**src/rtl/avm_burst_arbiter.sv**
```systemverilog
// avm_burst_arbiter
//   Two-master / one-slave Avalon-MM arbiter. Grants whole transactions
//   (a complete write burst, or a read command plus all of its returned
//   beats) with round-robin fairness. Read data is routed back to the master
//   that owns the transaction.
//
// Ports
//   clk, rst                 clock, synchronous active-high reset
//   mN_address/writedata/byteenable/burstcount/write/read   master N request
//   mN_waitrequest           stall to master N (1 unless it owns the bus)
//   mN_readdatavalid         read beat valid, owning master only
//   mN_readdata              slave read data broadcast
//   s_*                      muxed slave request / slave response
//   timeout_err              one-cycle abort pulse
//
// Configuration
//   AVM_ARB_TIMEOUT_EN  when defined, a transaction that makes no bus
//                       progress for TIMEOUT cycles is aborted and
//                       timeout_err pulses. Otherwise timeout_err is 0.
module avm_burst_arbiter #(
  parameter int AW      = 32,
  parameter int DW      = 32,
  parameter int BCW     = 3,
  parameter int TIMEOUT = 1023
) (
  input  logic            clk,
  input  logic            rst,
  input  logic [AW-1:0]   m0_address,
  input  logic [DW-1:0]   m0_writedata,
  input  logic [DW/8-1:0] m0_byteenable,
  input  logic [BCW-1:0]  m0_burstcount,
  input  logic            m0_write,
  input  logic            m0_read,
  output logic            m0_waitrequest,
  output logic            m0_readdatavalid,
  output logic [DW-1:0]   m0_readdata,
  input  logic [AW-1:0]   m1_address,
  input  logic [DW-1:0]   m1_writedata,
  input  logic [DW/8-1:0] m1_byteenable,
  input  logic [BCW-1:0]  m1_burstcount,
  input  logic            m1_write,
  input  logic            m1_read,
  output logic            m1_waitrequest,
  output logic            m1_readdatavalid,
  output logic [DW-1:0]   m1_readdata,
  output logic [AW-1:0]   s_address,
  output logic [DW-1:0]   s_writedata,
  output logic [DW/8-1:0] s_byteenable,
  output logic [BCW-1:0]  s_burstcount,
  output logic            s_write,
  output logic            s_read,
  input  logic            s_waitrequest,
  input  logic            s_readdatavalid,
  input  logic [DW-1:0]   s_readdata,
  output logic            timeout_err
);

  typedef enum logic [1:0] {IDLE, WRITE, RD_CMD, RD_DATA} state_t;

  state_t         state_q, state_d;
  logic           grant_q, grant_d;
  logic           last_q, last_d;
  logic [BCW-1:0] cnt_q, cnt_d;

  logic           req0, req1, pick, pick_wr;
  logic [BCW-1:0] pick_bc;
  logic           own_wait, wr_acc, rd_acc, rdv_fwd, timeout;

  assign req0 = m0_read | m0_write;
  assign req1 = m1_read | m1_write;

  // Tie goes to the master that did not own the previous transaction.
  assign pick    = (req0 && req1) ? ~last_q : req1;
  assign pick_wr = pick ? m1_write : m0_write;
  assign pick_bc = pick ? m1_burstcount : m0_burstcount;

  // Slave-side mux follows the registered grant.
  assign s_address    = grant_q ? m1_address    : m0_address;
  assign s_writedata  = grant_q ? m1_writedata  : m0_writedata;
  assign s_byteenable = grant_q ? m1_byteenable : m0_byteenable;
  assign s_burstcount = grant_q ? m1_burstcount : m0_burstcount;
  assign s_write      = (state_q == WRITE)  & (grant_q ? m1_write : m0_write);
  assign s_read       = (state_q == RD_CMD) & (grant_q ? m1_read  : m0_read);

  assign own_wait       = (state_q == WRITE || state_q == RD_CMD) ? s_waitrequest : 1'b1;
  assign m0_waitrequest = grant_q ? 1'b1 : own_wait;
  assign m1_waitrequest = grant_q ? own_wait : 1'b1;

  // Beats outside RD_DATA are spurious and never forwarded.
  assign rdv_fwd          = (state_q == RD_DATA) & s_readdatavalid;
  assign m0_readdatavalid = rdv_fwd & ~grant_q;
  assign m1_readdatavalid = rdv_fwd & grant_q;
  assign m0_readdata      = s_readdata;
  assign m1_readdata      = s_readdata;

  assign wr_acc = s_write & ~s_waitrequest;
  assign rd_acc = s_read & ~s_waitrequest;

`ifdef AVM_ARB_TIMEOUT_EN
  localparam int TW = $clog2(TIMEOUT + 1);
  localparam logic [TW-1:0] TLIM = TW'(TIMEOUT - 1);

  logic [TW-1:0] prog_q, prog_d;
  logic          progress;

  assign progress = wr_acc | rd_acc | s_readdatavalid;
  // prog_q counts consecutive stalled cycles before the current one, so the
  // abort lands on the TIMEOUT-th cycle without progress.
  assign timeout  = (state_q != IDLE) & ~progress & (prog_q == TLIM);

  always_comb begin
    prog_d = '0;
    if (state_q != IDLE && !progress) prog_d = prog_q + 1'b1;
  end

  always_ff @(posedge clk) begin
    if (rst) prog_q <= '0;
    else     prog_q <= prog_d;
  end
`else
  logic unused_timeout_param;
  assign unused_timeout_param = (TIMEOUT != 0);
  assign timeout = 1'b0;
`endif

  assign timeout_err = timeout;

  always_comb begin
    state_d = state_q;
    grant_d = grant_q;
    last_d  = last_q;
    cnt_d   = cnt_q;
    case (state_q)
      IDLE: begin
        if (req0 || req1) begin
          grant_d = pick;
          cnt_d   = (pick_bc == '0) ? BCW'(1) : pick_bc;
          state_d = pick_wr ? WRITE : RD_CMD;
        end
      end
      WRITE: begin
        if (wr_acc) begin
          cnt_d = cnt_q - 1'b1;
          if (cnt_q == BCW'(1)) begin
            state_d = IDLE;
            last_d  = grant_q;
          end
        end
      end
      RD_CMD: begin
        if (rd_acc) state_d = RD_DATA;
      end
      RD_DATA: begin
        if (s_readdatavalid) begin
          cnt_d = cnt_q - 1'b1;
          if (cnt_q == BCW'(1)) begin
            state_d = IDLE;
            last_d  = grant_q;
          end
        end
      end
      default: state_d = IDLE;
    endcase
    if (timeout) begin
      state_d = IDLE;
      last_d  = grant_q;
    end
  end

  always_ff @(posedge clk) begin
    if (rst) begin
      state_q <= IDLE;
      grant_q <= 1'b0;
      last_q  <= 1'b1;
      cnt_q   <= '0;
    end else begin
      state_q <= state_d;
      grant_q <= grant_d;
      last_q  <= last_d;
      cnt_q   <= cnt_d;
    end
  end

endmodule
```
**config.mk**
```make
export PLATFORM = sky130hd
export DESIGN_NAME = avm_burst_arbiter
export DESIGN_NICKNAME = d
export VERILOG_FILES = /design/src/rtl/avm_burst_arbiter.sv
export SDC_FILE = /design/constraint.sdc
export NUM_CORES = 1
export LEC_CHECK = 0
export CAP_MARGIN = 20
export CORE_AREA = 3 3 125 127
export CTS_BUF_LIST = sky130_fd_sc_hd__clkbuf_4 sky130_fd_sc_hd__clkbuf_8
export DETAILED_ROUTE_END_ITERATION = 10
export DIE_AREA = 0 0 128 130
export PLACE_DENSITY_LB_ADDON = 0.1
export SKIP_LAST_GASP = 1
export SYNTH_ARGS = -nofsm -noshare
export SYNTH_HDL_FRONTEND = slang
export SYNTH_SLANG_ARGS = --single-unit
```
**constraint.sdc**
```tcl
create_clock -name clk -period 2.2 [get_ports clk]
set_input_delay 0.33 -clock clk [delete_from_list [all_inputs] [get_ports clk]]
set_output_delay 0.33 -clock clk [all_outputs]
set_load 0.05 [all_outputs]
```
==> impl_metrics.yaml, run 1 <==
clock_network:
  clk-insertion-delay-late_ps: 230
  cts.clk_slew.worst_paths_ps: 40
  post-cts-setup-buffer-count: 0
  post_cts_resized: 0
  cts_sinks: 7
  cts_buffer_depth: 2
  tritoncts: "yes"
  numCtsBuffers: 3
  htree_levels: 1
  root_buffer: "clkbuf_8"
  hold_buffers: 0
global_routing:
  grt_usage: 0.0982
  grt_max_degree: 32
  overflow: 0
  grt_pass1_wl_mm: 13.0
  grt_antenna_before_repair: 0
  grt_pass1_vias: 2365
status:
  outcome: "finished clean"
yosys:
  syn_nets: 427
  synth_top_area_cell: "mux2_2"
  syn-cell-area_um2: 2070
  async_flop_share: 0
  synth-edff-count: 0
  yosys-top-cells-area: "mux2_2, buf_4, dfxtp_1, ha_1, inv_1"
  syn_avg_cell_area_um2: 8.72
  synth_cell_types: 46
  syn_inst: 238
  synth_top_area_frac: 0.385
  ys.flop_type: "dfxtp_1"
  ys_seq_area_frac: 0.0676
  ys_seq_elements: 7
  post-synth-top-count-cell: "mux2_2"
  synth_common_cells: "mux2_2, buf_4"
  ys.warnings.count: 0
timing:
  rsz0062_at_grt: "no"
  max_freq_ghz: 0.501
  min_period_over_period: 0.907
  slew_viol_final: 0
  final_hold_viol_count: 0
  setup_viol: 0
  finalCriticalPeriod_ps: 2000
  setup_tns_ps: 0
  finalWorstSetupSlack_ps: 205
  clock-skew-final_ps: 5.60
placement:
  post-place-ws_ps: 166
  numPortBuffers: 226
  dpl.hpwl_mm: 8.16
  place_congestion: 0.712
route:
  firstDrtPassIters: 4
  detail_route.iter0.violations: 71
  viasPerCell: 4.05
  wl_per_cell_um: 16.2
  ant_nets: 0
  route.vias.total: 2339
  drc_errors: 0
  drt-total-wl_mm: 9.37
worst_setup_path:
  cp.arrival_ps: 1670
  crit_buf_inv: 2
  crit_path_top_delay_cell: "or3b_2"
  cpPeakStageDelay_ps: 480
  crit_type: "flop to primary output"
  cp-start-kind: "flop"
  crit_fanout: 4
  timing.critical_path.from: "state_q[0]$_SDFFE_PP0P_"
  crit_chain: "inv_1 -> ha_1 -> or3b_2 -> buf_12"
  cp_top_family: "simple AND/OR/NAND/NOR gates"
  cp-end-kind: "primary output"
  r2r_start: "state_q[1]$_SDFFE_PP0P_"
  worstPathRequired_ps: 1870
power_and_ir_drop:
  leakage_nw: 1.56
  irDropWorstVdd_mv: 0.223
  powerDensity_nw_per_um2: 666
worst_hold_path:
  min_path_type: "flop to flop"
  hp-start: "state_q[1]$_SDFFE_PP0P_"
run:
  max_cap_viol_count: 0
die:
  initial_core_util: 0.143
  io_pins: 324
  die_h_um: 130
  rows: 44
  core_um2: 14500
  dieArea_um2: 16600
  fp.dieW_um: 128
layout:
  num-nets-final: 584
  fillers: 1573
  areaGrowthSynthToFinish_pct: 92.8
  drive_gt1_frac: 0.416
  antennaDiodeCount: 0
[flip-flops by register name, indices dropped and copies added, names as in the netlist]
register  count
cnt_q         3
grant_q       1
last_q        1
state_q       2
[final timing paths]
kind,to,slack [ps],cells past startpoint
setup reg to reg,cnt_q[0]$_SDFFE_PP0P_,410,6
hold / removal,state_q[1]$_SDFFE_PP0P_,500,2
hold reg to reg,state_q[1]$_SDFFE_PP0P_,500,2
setup / recovery,m0_waitrequest,200,4
[cells by family (layout without fill, tap and decap cells)]
logic type | after synthesis | after routing | synth area share
AND/OR/NAND/NOR | 35 | 35 | 0.0935
flip-flops | 7 | 7 | 0.0675
buffers and inverters | 83 | 239 | 0.274
multiplexers | 74 | 74 | 0.402
AO/OA/AOI/OAI | 31 | 31 | 0.119
adder cells (fa/ha/maj) | 7 | 7 | 0.0422
other | 1 | 1 | 0.00181
[worst reg2reg max path: cells and delay by family, from the launching register on]
kind            cells  cell delay, ps
compound gates      3             600
fa+ha+maj           1             240
buf+inv             1             100
flops               1             370
simple gates        1             370
[stage by stage]
| stage | hold slack [ps] | area (µm²) | instances | power, mW | utilization |
|---|---|---|---|---|---|
| final | 503 | 4000 | 578 | 2.67 | 0.275 |
| after global routing | 528 | 4000 | 578 | 2.82 | 0.275 |
| after CTS | 501 | 4000 | 578 | 2.71 | 0.275 |
| after detailed placement | 496 | 3950 | 574 | 2.49 | 0.272 |
| after global placement | 495 | 3950 | 574 | 2.50 | 0.272 |
| after floorplan | 464 | 2070 | 238 | 1.99 | - |
[layout make-up]
cell class,instances,area (µm²),area share
Timing Repair Buffer,228,2180,0.546
Sequential cell,7,144,0.0360
Tap cell,184,230,0.0576
Inverter,7,26.3,0.00657
Clock buffer,4,48.8,0.0122
Multi-Input combinational cell,148,1370,0.342
[cell usage in the layout, fill, tap and decap left out, types with 2 or more instances in the layout]
cell,n
and2_1,2
o21ai_0,5
a211o_1,3
buf_4,71
o21ai_1,3
clkdlybuf4s50_1,149
mux2i_1,2
dfxtp_1,6
nand4_1,2
ha_1,7
nand2_1,4
buf_12,8
nand3b_1,2
clkbuf_8,3
nor2_1,7
a31oi_1,2
nand3_1,5
inv_1,7
a21oi_1,2
o211ai_1,2
and3_1,2
mux2_2,71
nand2b_1,3
o21ba_2,2
[per-layer routing]
| metal | GRT usage | part of all wire |
|---|---|---|
| met1 | 0.112 | 0.36 |
| met2 | 0.177 | 0.50 |
| met3 | 0.0319 | 0.12 |
| met4 | 0.0262 | 0.017 |
| met5 | 0 | 0 |
[power by group]
part	switching (mW)	internal, mW
sequential	0.0607	0.168
clock	0.0567	0.138
combinational	1.27	0.968
Power figures use the tool's default switching activity.
==> inputs of run 2 (changes only) <==
--- a/config.mk
+++ b/config.mk
@@ -6,10 +6,11 @@
 export NUM_CORES = 1
 export LEC_CHECK = 0
 export CAP_MARGIN = 20
-export CORE_AREA = 3 3 125 127
+export CORE_AREA = 3 3 123 125
 export CTS_BUF_LIST = sky130_fd_sc_hd__clkbuf_4 sky130_fd_sc_hd__clkbuf_8
 export DETAILED_ROUTE_END_ITERATION = 10
-export DIE_AREA = 0 0 128 130
+export DIE_AREA = 0 0 126 128
+export HOLD_SLACK_MARGIN = 0.15
 export PLACE_DENSITY_LB_ADDON = 0.1
 export SKIP_LAST_GASP = 1
 export SYNTH_ARGS = -nofsm -noshare
==> constraint.sdc (replaced) <==
create_clock -name clk -period 2.55 [get_ports clk]
set_input_delay 0.3825 -clock clk [delete_from_list [all_inputs] [get_ports clk]]
set_output_delay 0.3825 -clock clk [all_outputs]
set_load 0.05 [all_outputs]
==> impl_metrics.yaml, run 2 (synthesis gave the netlist of run 1 again) <==
layout:
  final_cell_count_no_fill: 577
  num-nets-final: 587
  fin_util: 0.284
  antennaDiodeCount: 0
  mostFrequentLayoutCells: "clkdlybuf4s50_1, buf_4, mux2_2"
  largest-register: "cnt_q"
  multi_input_area_um2: 1370
  ff_latch_area_um2: 144
  fillers: 1509
  drive_gt1_frac: 0.421
  largest_reg_flops: 3
  areaGrowthSynthToFinish_pct: 91.3
  top_regs: "cnt_q: 3 flops, state_q: 2 flops"
  mostFrequentLayoutCell: "clkdlybuf4s50_1"
worst_setup_path:
  cp.arrival_ps: 1780
  cp-start-kind: "flop"
  crit_type: "flop to primary output"
  crit_fanout: 39
  r2r_setup_slack_ps: 760
  r2r_start: "grant_q$_SDFFE_PP0P_"
  cp.depth: 3
  cp_common_cell: "buf_4"
  crit_buf_inv: 2
  crit_path_top_delay_cell: "dfxtp_4"
  timing.critical_path.from: "grant_q$_SDFFE_PP0P_"
  crit_chain: "buf_4 -> mux2_2 -> buf_4"
  worstPathRequired_ps: 2170
  worstSetupEndpoint: "s_writedata[0]"
  cp_top_family: "flip-flops"
  cp-end-kind: "primary output"
  reg2reg_depth: 3
  r2r_end: "last_q$_SDFFE_PP1P_"
  cpPeakStageDelay_ps: 700
timing:
  rsz0062_at_grt: "no"
  max_slew_margin: 0.630
  worst_slew_pin_slew_ps: 555
  setup_tns_ps: 0
  setup_viol: 0
  clock-skew-final_ps: 1.94
  min_period_over_period: 0.848
  final_hold_viol_count: 0
  slew_viol_final: 0
  max_freq_ghz: 0.462
  finalCriticalPeriod_ps: 2160
  hold_ws_ps: 501
power_and_ir_drop:
  powerDensity_nw_per_um2: 574
  leakage_nw: 1.56
  irDropWorstVdd_mv: 0.207
  power_mw: 2.28
route:
  ant_nets: 0
  viasPerCell: 3.93
  route.vias.total: 2270
  drc_errors: 0
  firstDrtPassIters: 4
  wl_per_cell_um: 16.5
  drt-total-wl_mm: 9.50
  detail_route.iter0.violations: 43
clock_network:
  numCtsBuffers: 3
  post_cts_resized: 0
  cts.clk_slew.worst_paths_ps: 40
  cts_buffer_depth: 2
  htree_levels: 1
  clk-insertion-delay-late_ps: 230
  post-cts-setup-buffer-count: 0
  root_buffer: "clkbuf_8"
  cts_sinks: 7
  hold_buffers: 0
  tritoncts: "yes"
placement:
  numPortBuffers: 226
  place_inst: 573
  place_congestion: 0.769
  dpl.hpwl_mm: 8.18
worst_hold_path:
  min_path_type: "flop to flop"
status:
  outcome: "finished clean"
global_routing:
  grt_pass1_wl_mm: 13.5
  grt_pass1_vias: 2393
  grt_antenna_before_repair: 0
  overflow: 0
  grt_usage: 0.104
  grt_max_degree: 40
die:
  fp.dieW_um: 126
  dieArea_um2: 16100
  core_um2: 14000
  initial_core_util: 0.148
  die_h_um: 128
  io_pins: 324
  rows: 43
run:
  max_cap_viol_count: 0
==> run 2: cell count changes in the layout (fill, tap and decap cells not counted), sizes merged <==
cell  change
buf       +3
==> run 2: through the flow <==
step                      setup WS (ps)  area, µm²
after CTS                           317       3970
after detailed placement            490       3920
final                               387       3970
after floorplan                     750       2070
after global placement              511       3920
after global routing                271       3970
==> run 2: worst min-delay path by stage <==
stage                           from               endpoint  cells past startpoint
2_1_floorplan  cnt_q[2]$_SDFFE_PP0P_  cnt_q[2]$_SDFFE_PP0P_                      2
3_3_place_gp   cnt_q[2]$_SDFFE_PP0P_  cnt_q[2]$_SDFFE_PP0P_                      2
3_5_place_dp   cnt_q[2]$_SDFFE_PP0P_  cnt_q[2]$_SDFFE_PP0P_                      2
4_1_cts        cnt_q[2]$_SDFFE_PP0P_  cnt_q[2]$_SDFFE_PP0P_                      2
5_1_grt        cnt_q[2]$_SDFFE_PP0P_  cnt_q[2]$_SDFFE_PP0P_                      2
6_report       cnt_q[2]$_SDFFE_PP0P_  cnt_q[2]$_SDFFE_PP0P_                      2
==> run 2: tightest hold or removal path, stage by stage (launching register included) <==
cell     delay, ps
dfxtp_1        310
o41ai_1         60
a31oi_1         70
==> run 2: per-layer routing <==
layer | routed length, µm | GRT usage | vias to the layer above
met1 | 3670 | 0.125 | 989
li1 | - | - | 1099
met5 | 0 | 0 | -
met3 | 965 | 0.0350 | 35
met4 | 226 | 0.0271 | 0
met2 | 4640 | 0.180 | 147
==> run 2: final cells by class <==
| class | count | area share |
|---|---|---|
| clock buffer | 4 | 0.0123 |
| inverter | 7 | 0.00662 |
| multi-input combinational | 148 | 0.344 |
| sequential | 7 | 0.0363 |
| tap | 180 | 0.0568 |
| timing repair buffer | 231 | 0.544 |
==> run 2: report_power, final <==
part / switching, mW / internal, mW / leakage (nW) / total (mW)
Clock: 0.0515 / 0.119 / 0.0262 / 0.171
Combinational: 1.08 / 0.815 / 1.47 / 1.89
Sequential: 0.0706 / 0.145 / 0.0585 / 0.216
==> inputs of run 3 (changes only) <==
==> constraint.sdc (replaced) <==
create_clock -name clk -period 1.8 [get_ports clk]
set_input_delay 0.27 -clock clk [delete_from_list [all_inputs] [get_ports clk]]
set_output_delay 0.27 -clock clk [all_outputs]
set_load 0.05 [all_outputs]
==> impl_metrics.yaml, run 3 (synthesis gave the netlist of run 1 again) <==
timing:
  slew_viol_final: 0
  max_freq_ghz: 0.570
  finalCriticalPeriod_ps: 1750
  finalWorstSetupSlack_ps: 46.5
  clock-skew-final_ps: 1.91
  final_hold_viol_count: 0
  setup_tns_ps: 0
  min_period_over_period: 0.974
  rsz0062_at_grt: "yes"
  setup_viol: 0
global_routing:
  grt_pass1_vias: 2508
  grt_pass1_wl_mm: 14.1
  overflow: 0
  grt_antenna_before_repair: 0
  grt_max_degree: 39
  grt_usage: 0.107
power_and_ir_drop:
  swShare: 0.512
  p_seq_frac: 0.079
  p_switching_mw: 1.76
  powerDensity_nw_per_um2: 833
  internal_power_mw: 1.68
  irDropWorstVdd_mv: 0.251
  comb_power_share: 0.851
  clock_power_share: 0.070
  leakage_nw: 1.63
  power_mw: 3.43
status:
  outcome: "finished clean"
placement:
  place_congestion: 0.736
  post-place-ws_ps: -72.3
  numPortBuffers: 226
  place_inst: 576
  dpl.hpwl_mm: 8.19
worst_hold_path:
  min_path_type: "flop to flop"
  hp-start: "cnt_q[2]$_SDFFE_PP0P_"
  hold_depth: 2
die:
  initial_core_util: 0.148
  dieArea_um2: 16100
  rows: 43
  fp.dieW_um: 126
  core_um2: 14000
  io_pins: 324
  die_h_um: 128
clock_network:
  numCtsBuffers: 3
  htree_levels: 1
  cts_buffer_depth: 2
  cts.clk_slew.worst_paths_ps: 40
  tritoncts: "yes"
  clk-insertion-delay-late_ps: 230
  root_buffer: "clkbuf_8"
  cts_sinks: 7
worst_setup_path:
  cpPeakStageDelay_ps: 470
  crit_chain: "buf_16 -> mux2_2 -> buf_4"
  worstPathRequired_ps: 1530
  crit_type: "flop to primary output"
  r2r_start: "state_q[1]$_SDFFE_PP0P_"
  cp-start-kind: "flop"
  cp.depth: 3
  reg2reg_depth: 6
  cp-end-kind: "primary output"
  crit_fanout: 19
  cp_top_family: "flip-flops"
  crit_buf_inv: 2
  crit_path_top_delay_cell: "dfxtp_4"
  cp.arrival_ps: 1480
  timing.critical_path.from: "grant_q$_SDFFE_PP0P_"
route:
  route.vias.total: 2342
  viasPerCell: 4.00
  ant_nets: 0
  wl_per_cell_um: 17.1
  detail_route.iter0.violations: 50
  drt-total-wl_mm: 9.98
  drc_errors: 0
  firstDrtPassIters: 4
layout:
  num-nets-final: 595
  fin_util: 0.295
  final_cell_count_no_fill: 585
  top_regs: "cnt_q: 3 flops, state_q: 2 flops"
  areaGrowthSynthToFinish_pct: 98.8
  mostFrequentLayoutCells: "clkdlybuf4s50_1, buf_4, mux2_2, nor2_1, ha_1"
  largest-register: "cnt_q"
  antennaDiodeCount: 0
  drive_gt1_frac: 0.449
  largest_reg_flops: 3
  mostFrequentLayoutCell: "clkdlybuf4s50_1"
run:
  max_cap_viol_count: 0
[run 3: stage by stage]
| step | instance area, µm² | hold slack [ps] |
|---|---|---|
| floorplan | 2070 | 464 |
| global placement | 3970 | 491 |
| detailed placement | 3970 | 498 |
| CTS | 4050 | 503 |
| global route | 4120 | 540 |
| finish | 4120 | 503 |
[run 3: worst register-to-register path, cell delays in order, from the launching register on]
cell and delay, ps:
dfxtp_2 340, inv_2 60, ha_1 220, or2_2 360, a22oi_2 190, and3_4 220
mux2i_1 170
[run 3: power groups by stage]
stage / Sequential [mW] / Combinational [mW] / Clock (mW)
floorplan: 0.232 / 2.20 / 0
global placement: 0.262 / 2.81 / 0
detailed placement: 0.263 / 2.81 / 0
CTS: 0.262 / 2.88 / 0.245
global route: 0.282 / 3.09 / 0.265
finish: 0.270 / 2.92 / 0.241
[run 3: layout make-up]
| class | instances | area, µm² |
|---|---|---|
| sequential | 7 | 146 |
| timing repair buffer | 239 | 2290 |
| inverter | 7 | 26.3 |
| clock buffer | 4 | 48.8 |
| fill | 1503 | 9860 |
| multi-input combinational | 148 | 1390 |
| tap | 180 | 225 |
[run 3: worst paths after layout]
kind	to	slack, ps
setup reg to reg	state_q[1]$_SDFFE_PP0P_	150
setup / recovery	s_writedata[0]	50
hold / removal	cnt_q[2]$_SDFFE_PP0P_	500
hold reg to reg	cnt_q[2]$_SDFFE_PP0P_	500
[run 3: what timing repair did]
action | in CTS | in global routing
pin swaps | 1 | 0
gates resized for setup | 4 | 8
cloned | 0 | 2
buffers inserted | 2 | 1
hold buffers | 0 | 0
setup endpoints to repair | 2 | 54
[run 3: per-layer routing]
layer / track usage / wire length, µm / up-vias
met2: 0.190 / 5020 / 150
met1: 0.127 / 3860 / 1044
li1: - / - / 1117
met4: 0.0252 / 204 / 0
met3: 0.0329 / 889 / 31
met5: 0 / 0 / -
